## config.mk

```make
export PLATFORM = sky130hd
export DESIGN_NAME = hex_frame_sender_flat
export DESIGN_NICKNAME = d
export VERILOG_FILES = /design/src/rtl/hex_frame_sender_pkg.sv /design/src/rtl/hex_frame_sender_if.sv /design/src/rtl/hex_nibble_ascii.sv /design/src/rtl/hex_frame_sender.sv /design/src/flat_wrapper.sv
export SDC_FILE = /design/constraint.sdc
export NUM_CORES = 1
export LEC_CHECK = 0
export ABC_AREA = 1
export CORE_ASPECT_RATIO = 1.1
export CORE_MARGIN = 8
export CORE_UTILIZATION = 54
export DETAILED_ROUTE_END_ITERATION = 7
export GPL_TIMING_DRIVEN = 0
export PLACE_DENSITY_LB_ADDON = 0.15
export SYNTH_ARGS = -nofsm -noshare
export SYNTH_HDL_FRONTEND = slang
export SYNTH_SLANG_ARGS = --single-unit
export TNS_END_PERCENT = 1
```

## constraint.sdc

```tcl
create_clock -name clk -period 6 [get_ports clk]
set_input_delay 0.9 -clock clk [delete_from_list [all_inputs] [get_ports clk]]
set_output_delay 0.9 -clock clk [all_outputs]
set_load 0.03 [all_outputs]
```

## src/rtl/hex_frame_sender_pkg.sv

```systemverilog
// hex_frame_sender_pkg: ASCII constants and FSM state encoding shared by the frame sender
//   no ports; imported by hex_nibble_ascii and hex_frame_sender
package hex_frame_sender_pkg;
  localparam logic [7:0] ASCII_CR    = 8'h0D;
  localparam logic [7:0] ASCII_LF    = 8'h0A;
  localparam logic [7:0] ASCII_COMMA = 8'h2C;
  localparam logic [7:0] ASCII_ZERO  = 8'h30;
  localparam logic [7:0] ASCII_UA    = 8'h41;
  typedef enum logic [2:0] {ST_IDLE, ST_DIGIT, ST_SEP, ST_CR, ST_LF} state_t;
endpackage

```

## src/rtl/hex_frame_sender_if.sv

```systemverilog
// hex_frame_sender_if: valid/ready byte stream towards the UART transmitter
//   data  8-bit ASCII byte, valid  byte present, ready  sink accepts
//   master drives data/valid, slave drives ready
interface hex_frame_sender_if;
  logic [7:0] data;
  logic valid;
  logic ready;
  modport master (output data, valid, input ready);
  modport slave (input data, valid, output ready);
endinterface

```

## src/rtl/hex_nibble_ascii.sv

```systemverilog
// hex_nibble_ascii: combinational map of a 4-bit value to its upper-case ASCII hex digit
//   nibble  in  4-bit value
//   ascii   out 8'h30..8'h39 for 0..9, 8'h41..8'h46 for 10..15
module hex_nibble_ascii
  import hex_frame_sender_pkg::*;
(
  input  logic [3:0] nibble,
  output logic [7:0] ascii
);
  assign ascii = (nibble < 4'd10) ? ASCII_ZERO + {4'h0, nibble} : ASCII_UA + {4'h0, nibble} - 8'd10;
endmodule

```

## src/rtl/hex_frame_sender.sv

```systemverilog
// hex_frame_sender: serialises a snapshot of NUM_FIELDS fields as an ASCII hex text frame
//   clk    in   system clock, rising edge
//   rst_n  in   asynchronous active-low reset
//   start  in   frame request, sampled only while idle
//   data   in   fields, field 0 in the MS slice, captured on accepted start
//   busy   out  high from the cycle after an accepted start until done
//   done   out  one-cycle pulse after the final byte transfers
//   tx     master byte stream (data/valid out, ready in)
module hex_frame_sender
  import hex_frame_sender_pkg::*;
#(
  parameter int         NUM_FIELDS  = 2,
  parameter int         FIELD_WIDTH = 16,
  parameter logic [7:0] SEP_CHAR    = ASCII_COMMA,
  parameter bit         TERM_CR     = 1'b1
) (
  input  logic                              clk,
  input  logic                              rst_n,
  input  logic                              start,
  input  logic [NUM_FIELDS*FIELD_WIDTH-1:0] data,
  output logic                              busy,
  output logic                              done,
  hex_frame_sender_if.master                tx
);
  localparam int TOT    = NUM_FIELDS * FIELD_WIDTH;
  localparam int DIGITS = FIELD_WIDTH / 4;
  localparam int NW     = DIGITS > 1 ? $clog2(DIGITS) : 1;
  localparam int FW     = NUM_FIELDS > 1 ? $clog2(NUM_FIELDS) : 1;
  localparam logic [NW-1:0] NLAST = NW'(DIGITS - 1);
  localparam logic [FW-1:0] FLAST = FW'(NUM_FIELDS - 1);
  state_t state, state_n;
  logic [TOT-1:0] shadow, shadow_n, src;
  logic [NW-1:0] nib, nib_n;
  logic [FW-1:0] fld, fld_n;
  logic [3:0] nibble;
  logic [7:0] digit, data_n;
  logic valid_n, busy_n, done_n, xfer;
  assign xfer = tx.valid & tx.ready;
  // The digit is looked up for the position being presented next; on start
  // the shadow is not loaded yet, so the first digit comes straight from data.
  assign src = (state == ST_IDLE) ? data : shadow;
  assign nibble = 4'(src >> (TOT - 4 - int'(fld_n) * FIELD_WIDTH - int'(nib_n) * 4));
  hex_nibble_ascii u_nib (.nibble(nibble), .ascii(digit));
  always_comb begin
    state_n  = state;
    shadow_n = shadow;
    nib_n    = nib;
    fld_n    = fld;
    valid_n  = tx.valid;
    busy_n   = busy;
    done_n   = 1'b0;
    case (state)
      ST_IDLE: if (start) begin
        shadow_n = data;
        state_n  = ST_DIGIT;
        nib_n    = '0;
        fld_n    = '0;
        valid_n  = 1'b1;
        busy_n   = 1'b1;
      end
      ST_DIGIT: if (xfer) begin
        if (nib == NLAST) begin
          nib_n = '0;
          if (fld == FLAST) begin
            fld_n   = '0;
            state_n = TERM_CR ? ST_CR : ST_LF;
          end else state_n = ST_SEP;
        end else nib_n = nib + NW'(1);
      end
      ST_SEP: if (xfer) begin
        state_n = ST_DIGIT;
        fld_n   = fld + FW'(1);
      end
      ST_CR: if (xfer) state_n = ST_LF;
      ST_LF: if (xfer) begin
        state_n = ST_IDLE;
        valid_n = 1'b0;
        busy_n  = 1'b0;
        done_n  = 1'b1;
      end
      default: state_n = ST_IDLE;
    endcase
    // While stalled, state and indices are unchanged so the byte recomputes to itself.
    data_n = (state_n == ST_DIGIT) ? digit :
             (state_n == ST_SEP)   ? SEP_CHAR :
             (state_n == ST_CR)    ? ASCII_CR :
             (state_n == ST_LF)    ? ASCII_LF : tx.data;
  end
  always_ff @(posedge clk or negedge rst_n) begin
    if (!rst_n) begin
      state    <= ST_IDLE;
      shadow   <= '0;
      nib      <= '0;
      fld      <= '0;
      tx.data  <= 8'h00;
      tx.valid <= 1'b0;
      busy     <= 1'b0;
      done     <= 1'b0;
    end else begin
      state    <= state_n;
      shadow   <= shadow_n;
      nib      <= nib_n;
      fld      <= fld_n;
      tx.data  <= data_n;
      tx.valid <= valid_n;
      busy     <= busy_n;
      done     <= done_n;
    end
  end
endmodule

```

## src/flat_wrapper.sv

```systemverilog
// flat-port wrapper written by rule: the top's interface ports become plain ports
module hex_frame_sender_flat import hex_frame_sender_pkg::*;
#(
  parameter int         NUM_FIELDS  = 2,
  parameter int         FIELD_WIDTH = 16,
  parameter logic [7:0] SEP_CHAR    = ASCII_COMMA,
  parameter bit         TERM_CR     = 1'b1
)
  (clk, rst_n, start, data, busy, done, tx_data, tx_valid, tx_ready);
  hex_frame_sender_if tx_i ();
  input  logic clk;
  input  logic rst_n;
  input  logic start;
  input  logic [NUM_FIELDS*FIELD_WIDTH-1:0] data;
  output logic busy;
  output logic done;
  output wire logic [$bits(tx_i.data)-1:0] tx_data;
  output wire logic [$bits(tx_i.valid)-1:0] tx_valid;
  input wire logic [$bits(tx_i.ready)-1:0] tx_ready;
  assign tx_data = tx_i.data;
  assign tx_valid = tx_i.valid;
  assign tx_i.ready = tx_ready;
  hex_frame_sender #(.NUM_FIELDS(NUM_FIELDS), .FIELD_WIDTH(FIELD_WIDTH), .SEP_CHAR(SEP_CHAR), .TERM_CR(TERM_CR)) u_core (.clk(clk), .rst_n(rst_n), .start(start), .data(data), .busy(busy), .done(done), .tx(tx_i));
endmodule
```

# [Word level (Yosys, flattened, before mapping)]
# Cells that the tools add are included.
[totals] reg_bits=48 output_inout_bits=11 inputBits=36 wordCells=61
[op_classes] shift=1 add_sub_neg=7 n_eq_ne=11 order_cmp=1 n_reduce_logical=5 mux=28 n_bitwise=1
[ops] operator="$mux W8" count=5
[ops] operator="$mux W32" count=1
[ops] operator="$shr A32 B32 Y4" count=1
[ops] operator="$sub A32 B5 Y32" count=1
[ops] operator="$mux W3" count=6
[ops] operator="$pmux W3 S5" count=1
[ops] operator="$eq A3 B2 Y1 const B" count=4
[ops] operator="$mux W1" count=9
[ops] operator="$add A7 B4 Y8 const A" count=1
[ops] operator="$sub A8 B4 Y8 const B" count=1
[ops] operator="$add A6 B4 Y7 const A" count=1
[ops] operator="$eq A3 B1 Y1 const B" count=2
[ops] operator="$eq A3 B3 Y1 const B" count=2
[ops] operator="$mux W2" count=3
[ops] operator="$sub A5 B5 Y6 const A" count=1
[ops] operator="$lt A4 B4 Y1 const B" count=1
[ops] operator="$pmux W2 S2" count=1
[ops] operator="$reduce_bool A4 Y1" count=1
[ops] operator="$logic_not A3 Y1" count=1
[ops] operator="$pmux W1 S3" count=1
[ops] operator="$reduce_and A3 Y1" count=1
[ops] operator="$add A2 B1 Y2 const B" count=1
[ops] operator="$eq A2 B2 Y1 const B" count=1
[ops] operator="$ne A2 B1 Y1 const B" count=1
[ops] operator="6 further kinds" count=6

# [Depth between registers and ports, before layout]
# Gate-level depths: netlist (run 1).
[depth] word_depth=11 ltp_mapped=19

# [Cells and area by module]
# A second synthesis (run 1) with hierarchy kept.
[unflattened] hier_cells=410 area_unflattened_um2=2969.1
[modules_own_cells] mod="hex_frame_sender" cells_per_inst=385 instances=1 seq_area_each_um2=1201.2 area_per_inst_um2=2845.2
[modules_own_cells] mod="hex_nibble_ascii" cells_per_inst=25 instances=1 seq_area_each_um2=0.0 area_per_inst_um2=123.9

# [Worst setup path after synthesis (run 1)]
# Ideal clock, no wire load.
[synth_path] path_type="input port to flip-flop" start="input port tx_ready" end="register u_core.tx.data[2]" path_buffers=1 setup_ns=0.135 path_stages=18 t_arrival_ns=2.489 t_required_ns=5.865 path_slack_ns=3.377 cell_sequence="nand2_1 -> inv_1 -> nand2_1 -> nand3_2 -> nand2_1 -> buf_2 -> nand3_1 -> o211ai_1 -> nand2_1 -> nand2_1 -> nand2_1 -> inv_2 -> ha_1 -> inv_1 -> nand3_1 -> nand4_1 -> nand2_1 -> nand3_1"
[synth_between] word_cells_on_any_way=27 classes_between="5 x add/sub; 1 x order compare; 4 x eq/ne; 1 x shift; 14 x mux; 1 x bitwise; 1 x reduce/logical"
[synth_lines] item="start: declaration" line_no="flat_wrapper.sv:19" text="input wire logic [$bits(tx_i.ready)-1:0] tx_ready;"
[synth_lines] item="$and A1 B1 Y1 (*)" line_no="hex_frame_sender.sv:38" text="assign xfer = tx.valid & tx.ready;"
[synth_lines] item="$mux W2 (*)" line_no="hex_frame_sender.sv:61" text="ST_DIGIT: if (xfer) begin"
[synth_lines] item="$pmux W2 S2 (*)" line_no="hex_frame_sender.sv:52" text="case (state)"
[synth_lines] item="via u_core.nib_n[0]" line_no="hex_frame_sender.sv:33" text="logic [NW-1:0] nib, nib_n;"
[synth_lines] item="$sub A32 B5 Y32 (*)" line_no="hex_frame_sender.sv:42" text="assign nibble = 4'(src >> (TOT - 4 - int'(fld_n) * FIELD_WIDTH - int'(nib_n) * 4));"
[synth_lines] item="$shr A32 B32 Y4 (*)" line_no="hex_frame_sender.sv:42"
[synth_lines] item="$add A7 B4 Y8" line_no="hex_nibble_ascii.sv:10" text="assign ascii = (nibble < 4'd10) ? ASCII_ZERO + {4'h0, nibble} : ASCII_UA + {4'h0, nibble} - 8'd10;"
[synth_lines] item="$sub A8 B4 Y8" line_no="hex_nibble_ascii.sv:10"
[synth_lines] item="$mux W8 (*)" line_no="hex_nibble_ascii.sv:10"
[synth_lines] item="$mux W8 (*)" line_no="hex_frame_sender.sv:84" text="data_n = (state_n == ST_DIGIT) ? digit :"
[synth_lines] item="end signal: assignment" line_no="hex_frame_sender.sv:104" text="tx.data <= data_n;"
[synth_lines] item="end: declaration" line_no="hex_frame_sender_if.sv:8" text="modport master (output data, valid, input ready);"
# The timed path passes the listed nets; every way through them passes the cells marked *.
# A chain may end at the register's enable or synchronous reset.

# [Worst setup path after layout (run 1)]
# Same ends and word-level chain as after synthesis.

==> results.tsv, run 1 <==
stage	metric	value	unit
place	Detailed Place HPWL	5674	µm
global_route	GRT Max-Usage Layer	met2	
routing	TritonRoute pass-1 iters	7	
clock_network	clock-pin slew on the worst setup and hold paths	0.08	ns
setup_path	crit path capture type	flip-flop	
global_route	antenna violations before repair	0	
sta	final hold vios	0	
pwr	Int Power	1.023	mW
final_layout	share of layout cells above drive strength 1	9.263	%
sta	f_max	309.5	MHz
floorplan	initial core utilization	54.87	%
routing	Post-Route WL	7590	µm
setup_path	slowest cell on the critical path	clkdlybuf4s50_1	
routing	initial detailed-routing violation count	220	
logic_synthesis	Yosys cell types	31	
pwr	sw power	1.039	mW
final_layout	fillers	477	
clock_network	clk buf depth	2	
logic_synthesis	#FFs+latches synth	47	
clock_network	H-tree depth	2	
clock_network	CTS Sinks	47	
clock_network	CTS tree	built	
floorplan	row count	28	
pwr	Comb pwr share	64.8	%
floorplan	die height	92.90	µm
sta	Final Max Tran Viols	0	
final_layout	ant diodes	0	
clock_network	TritonCTS Buffers	5	
logic_synthesis	Syn Inst Count	421	
pwr	Clock Power Share	9.1	%
sta	RSZ-0062 raised after global routing	no	
global_route	global route total overflow	0	
logic_synthesis	Mapped Avg Cell Area	6.895	µm²
routing	drc violations	0	
clock_network	CTS Hold Bufs	0	
place	RePlAce Congestion	0.9340	
setup_path	crit path DAT	3.41	ns
clock_network	Clk Latency, worst-skew pair	0.31	ns
clock_network	Post-CTS Setup Bufs	0	
setup_path	CP peak stage delay	0.40	ns
setup_path	buffers plus inverters on the worst setup path	5	
min_path	hold crit path type	flip-flop to flip-flop	
global_route	met3 usage	3.366	%
setup_path	CP Cell Sequence	clkdlybuf4s50_1 > nand2_1 > inv_1 > nand2_1 > nand3_2 > nand2_1 > buf_2 > nand3_1 > o211ai_1 > nand2_1 > nand2_1 > nand2_1 > inv_2 > ha_1 > inv_1 > nand3_1 > nand4_1 > nand2_1 > nand3_1	
floorplan	num ports	47	
setup_path	CP Class	input pin to flip-flop	
global_route	GRT Util Overall	19.89	%
sta	# setup viols final	0	
clock_network	root buffer cell	clkbuf_8	
sta	min Tclk post-route	3.231	ns
setup_path	crit-path max FO	10	
final_layout	commonest non-fill, non-tap cell in the layout	nand2_1	
pwr	total power draw	2.062	mW
global_route	GR Layer Usage met1	23.75	%
logic_synthesis	Ys Warns	0	
final_layout	post-route cell area	3543	µm²
global_route	first-pass GRT wire length	12750	µm
routing	Via Count	2908	
pwr	maximum vdd drop	0.2478	mV
final_layout	area of the multi-input gates	1394	µm²
global_route	vias in the first global route	2858	
sta	final worst-path cycle share	53.85	%
clock_network	Post-CTS Resized	0	
final_layout	Reg area	1176	µm²
sta	skew final	0.009462	ns
pwr	cell area power density	582.0	nW/µm²
place	Area after DPL	3462	µm²
final_layout	commonest cells after routing, fill and taps aside	154 x nand2_1, 53 x nand3_1, 49 x inv_1	
final_layout	fin nets	512	
floorplan	die area	7980	µm²
setup_path	Startpoint Class	input pin	
logic_synthesis	syn nets	459	
global_route	Global Route met2 Usage	34.30	%
setup_path	Top cell by count, worst path	nand2_1	
setup_path	Data required, critical path	6.18	ns
logic_synthesis	Post-Syn Area	2903	µm²
setup_path	cell family with the largest share of critical-path delay	simple AND/OR/NAND/NOR gates	
routing	vias per cell	5.287	
logic_synthesis	Seq/Total Area, Yosys	40.52	%
place	Buffers on Ports	45	
floorplan	total core area	5290	µm²
pwr	sequential power share	26.1	%
final_layout	Layout area overhead	22.07	%
run_status	status	finished, final reports clean	
pwr	P_leak	1.834	nW
floorplan	Die Span X	85.91	µm
pwr	Sw Share	50.37	%
global_route	largest net degree at the start of global routing	29	
sta	Setup Total Neg Slack	0	ns
routing	drt wl/cell	13.80	µm
run	total of max-cap violations	0	
routing	ANT nets after route	0	
-- metrics by stage --
step / hold slack [ns] / utilization (%) / std cells / worst slack, ns
finish: 0.4716 / 66.98 / 550 / 2.769
global route: 0.4972 / 66.98 / 550 / 2.551
CTS: 0.4797 / 66.98 / 550 / 2.828
detailed placement: 0.4590 / 65.44 / 542 / 2.529
global placement: 0.4558 / 65.16 / 541 / 2.604
floorplan: 0.4422 / - / 421 / 3.377
-- tightest hold or removal path: cells and delay by family (launching register included) --
family | cells | cell delay [ns]
flip-flops | 1 | 0.35
AND/OR/NAND/NOR | 2 | 0.10
-- final timing paths --
path	start	end	slack, ns	depth (start not counted)
max	tx_ready	u_core.tx.data[2]	2.77	19
min	u_core.shadow[29]	u_core.shadow[29]	0.47	2
max reg2reg	u_core.state[2]	u_core.tx.data[2]	3.31	17
min reg2reg	u_core.shadow[29]	u_core.shadow[29]	0.47	2
max in group asynchronous	rst_n	u_core.shadow[30]	4.94	2
min in group asynchronous	rst_n	u_core.shadow[13]	0.53	1
-- cell type report --
type | count | share of cell area, %
buffer | 21 | 3.672
clock buffer | 7 | 2.154
clock inverter | 1 | 0.1412
inverter | 54 | 5.720
multi-input combinational | 299 | 39.34
sequential | 47 | 33.19
tap | 75 | 2.648
timing repair buffer | 46 | 13.14
-- cell families after synthesis --
family	after synthesis	synth area share (%)
and+or+nand+nor	241	36.59
buffers and inverters	75	11.47
AOI/OAI and AO/OA	55	10.43
DFF	47	40.52
adders and majority gates	2	0.8619
other	1	0.1292
-- flip-flops by register name (all words and copies together) (netlist names) --
register	count
u_core.state	3
u_core.tx.data	7
u_core.tx.valid	1
u_core.fld	1
u_core.nib	2
u_core.done	1
u_core.shadow	32
-- cells in the mapped netlist --
cell type	number	share of area [%]
buf_4	3	0.78
ha_1	2	0.86
nor4_1	1	0.22
nand2_4	3	1.2
dfrtp_1	47	41
conb_1	1	0.13
nand4_1	1	0.22
nor3_1	3	0.52
o22ai_1	1	0.22
a21oi_1	10	1.7
inv_2	5	0.65
nor3_2	1	0.34
o21a_1	1	0.26
nor2_1	12	1.6
nand2_1	154	20
nor2_8	1	0.69
nor2_2	2	0.43
clkbuf_1	6	0.78
inv_1	49	6.3
nand3b_1	3	0.78
o21ai_0	26	4.5
buf_6	4	1.6
nand3_2	1	0.34
o211ai_1	5	1.3
buf_2	8	1.4
nand2_2	6	1.3
o21ai_2	1	0.30
a21oi_2	1	0.30
a32oi_1	1	0.30
o21ai_1	9	1.6
nand3_1	53	9.1
-- power groups by stage --
stage / combinational (mW) / sequential [mW] / clock, mW
CTS: 1.33 / 0.537 / 0.193
floorplan: 0.933 / 0.579 / 0
detailed placement: 1.31 / 0.543 / 0
global placement: 1.29 / 0.538 / 0
finish: 1.34 / 0.538 / 0.187
global route: 1.50 / 0.553 / 0.201
-- per-layer routing --
| layer | vias up | wire, µm |
|---|---|---|
| li1 | 1430 | - |
| met1 | 1364 | 3175 |
| met2 | 99 | 3817 |
| met3 | 15 | 431 |
| met4 | 0 | 165 |
| met5 | - | 0 |
No activity file was read; power rests on OpenSTA's default activity.
==> run 2: changes to the inputs <==
==> constraint.sdc (replaced) <==
create_clock -name clk -period 3.15 [get_ports clk]
set_input_delay 0.4725 -clock clk [delete_from_list [all_inputs] [get_ports clk]]
set_output_delay 0.4725 -clock clk [all_outputs]
set_load 0.03 [all_outputs]
==> results of run 2 <==
The final DEF is identical to that of run 1. Status: finished, final reports clean.
Among the figures that moved: setup slack after placement 2.529 ns -> 0.1061 ns; clock-pin slew on the worst setup and hold paths 0.08 ns -> 0.09 ns; setup slack after layout 2.769 ns -> 0.3464 ns; hold slack 0.4716 ns -> 0.1069 ns; register-to-register setup slack 3.31 ns -> 0.46 ns; total power 2.062 mW -> 3.928 mW; worst IR drop on VDD 0.2478 mV -> 0.4720 mV
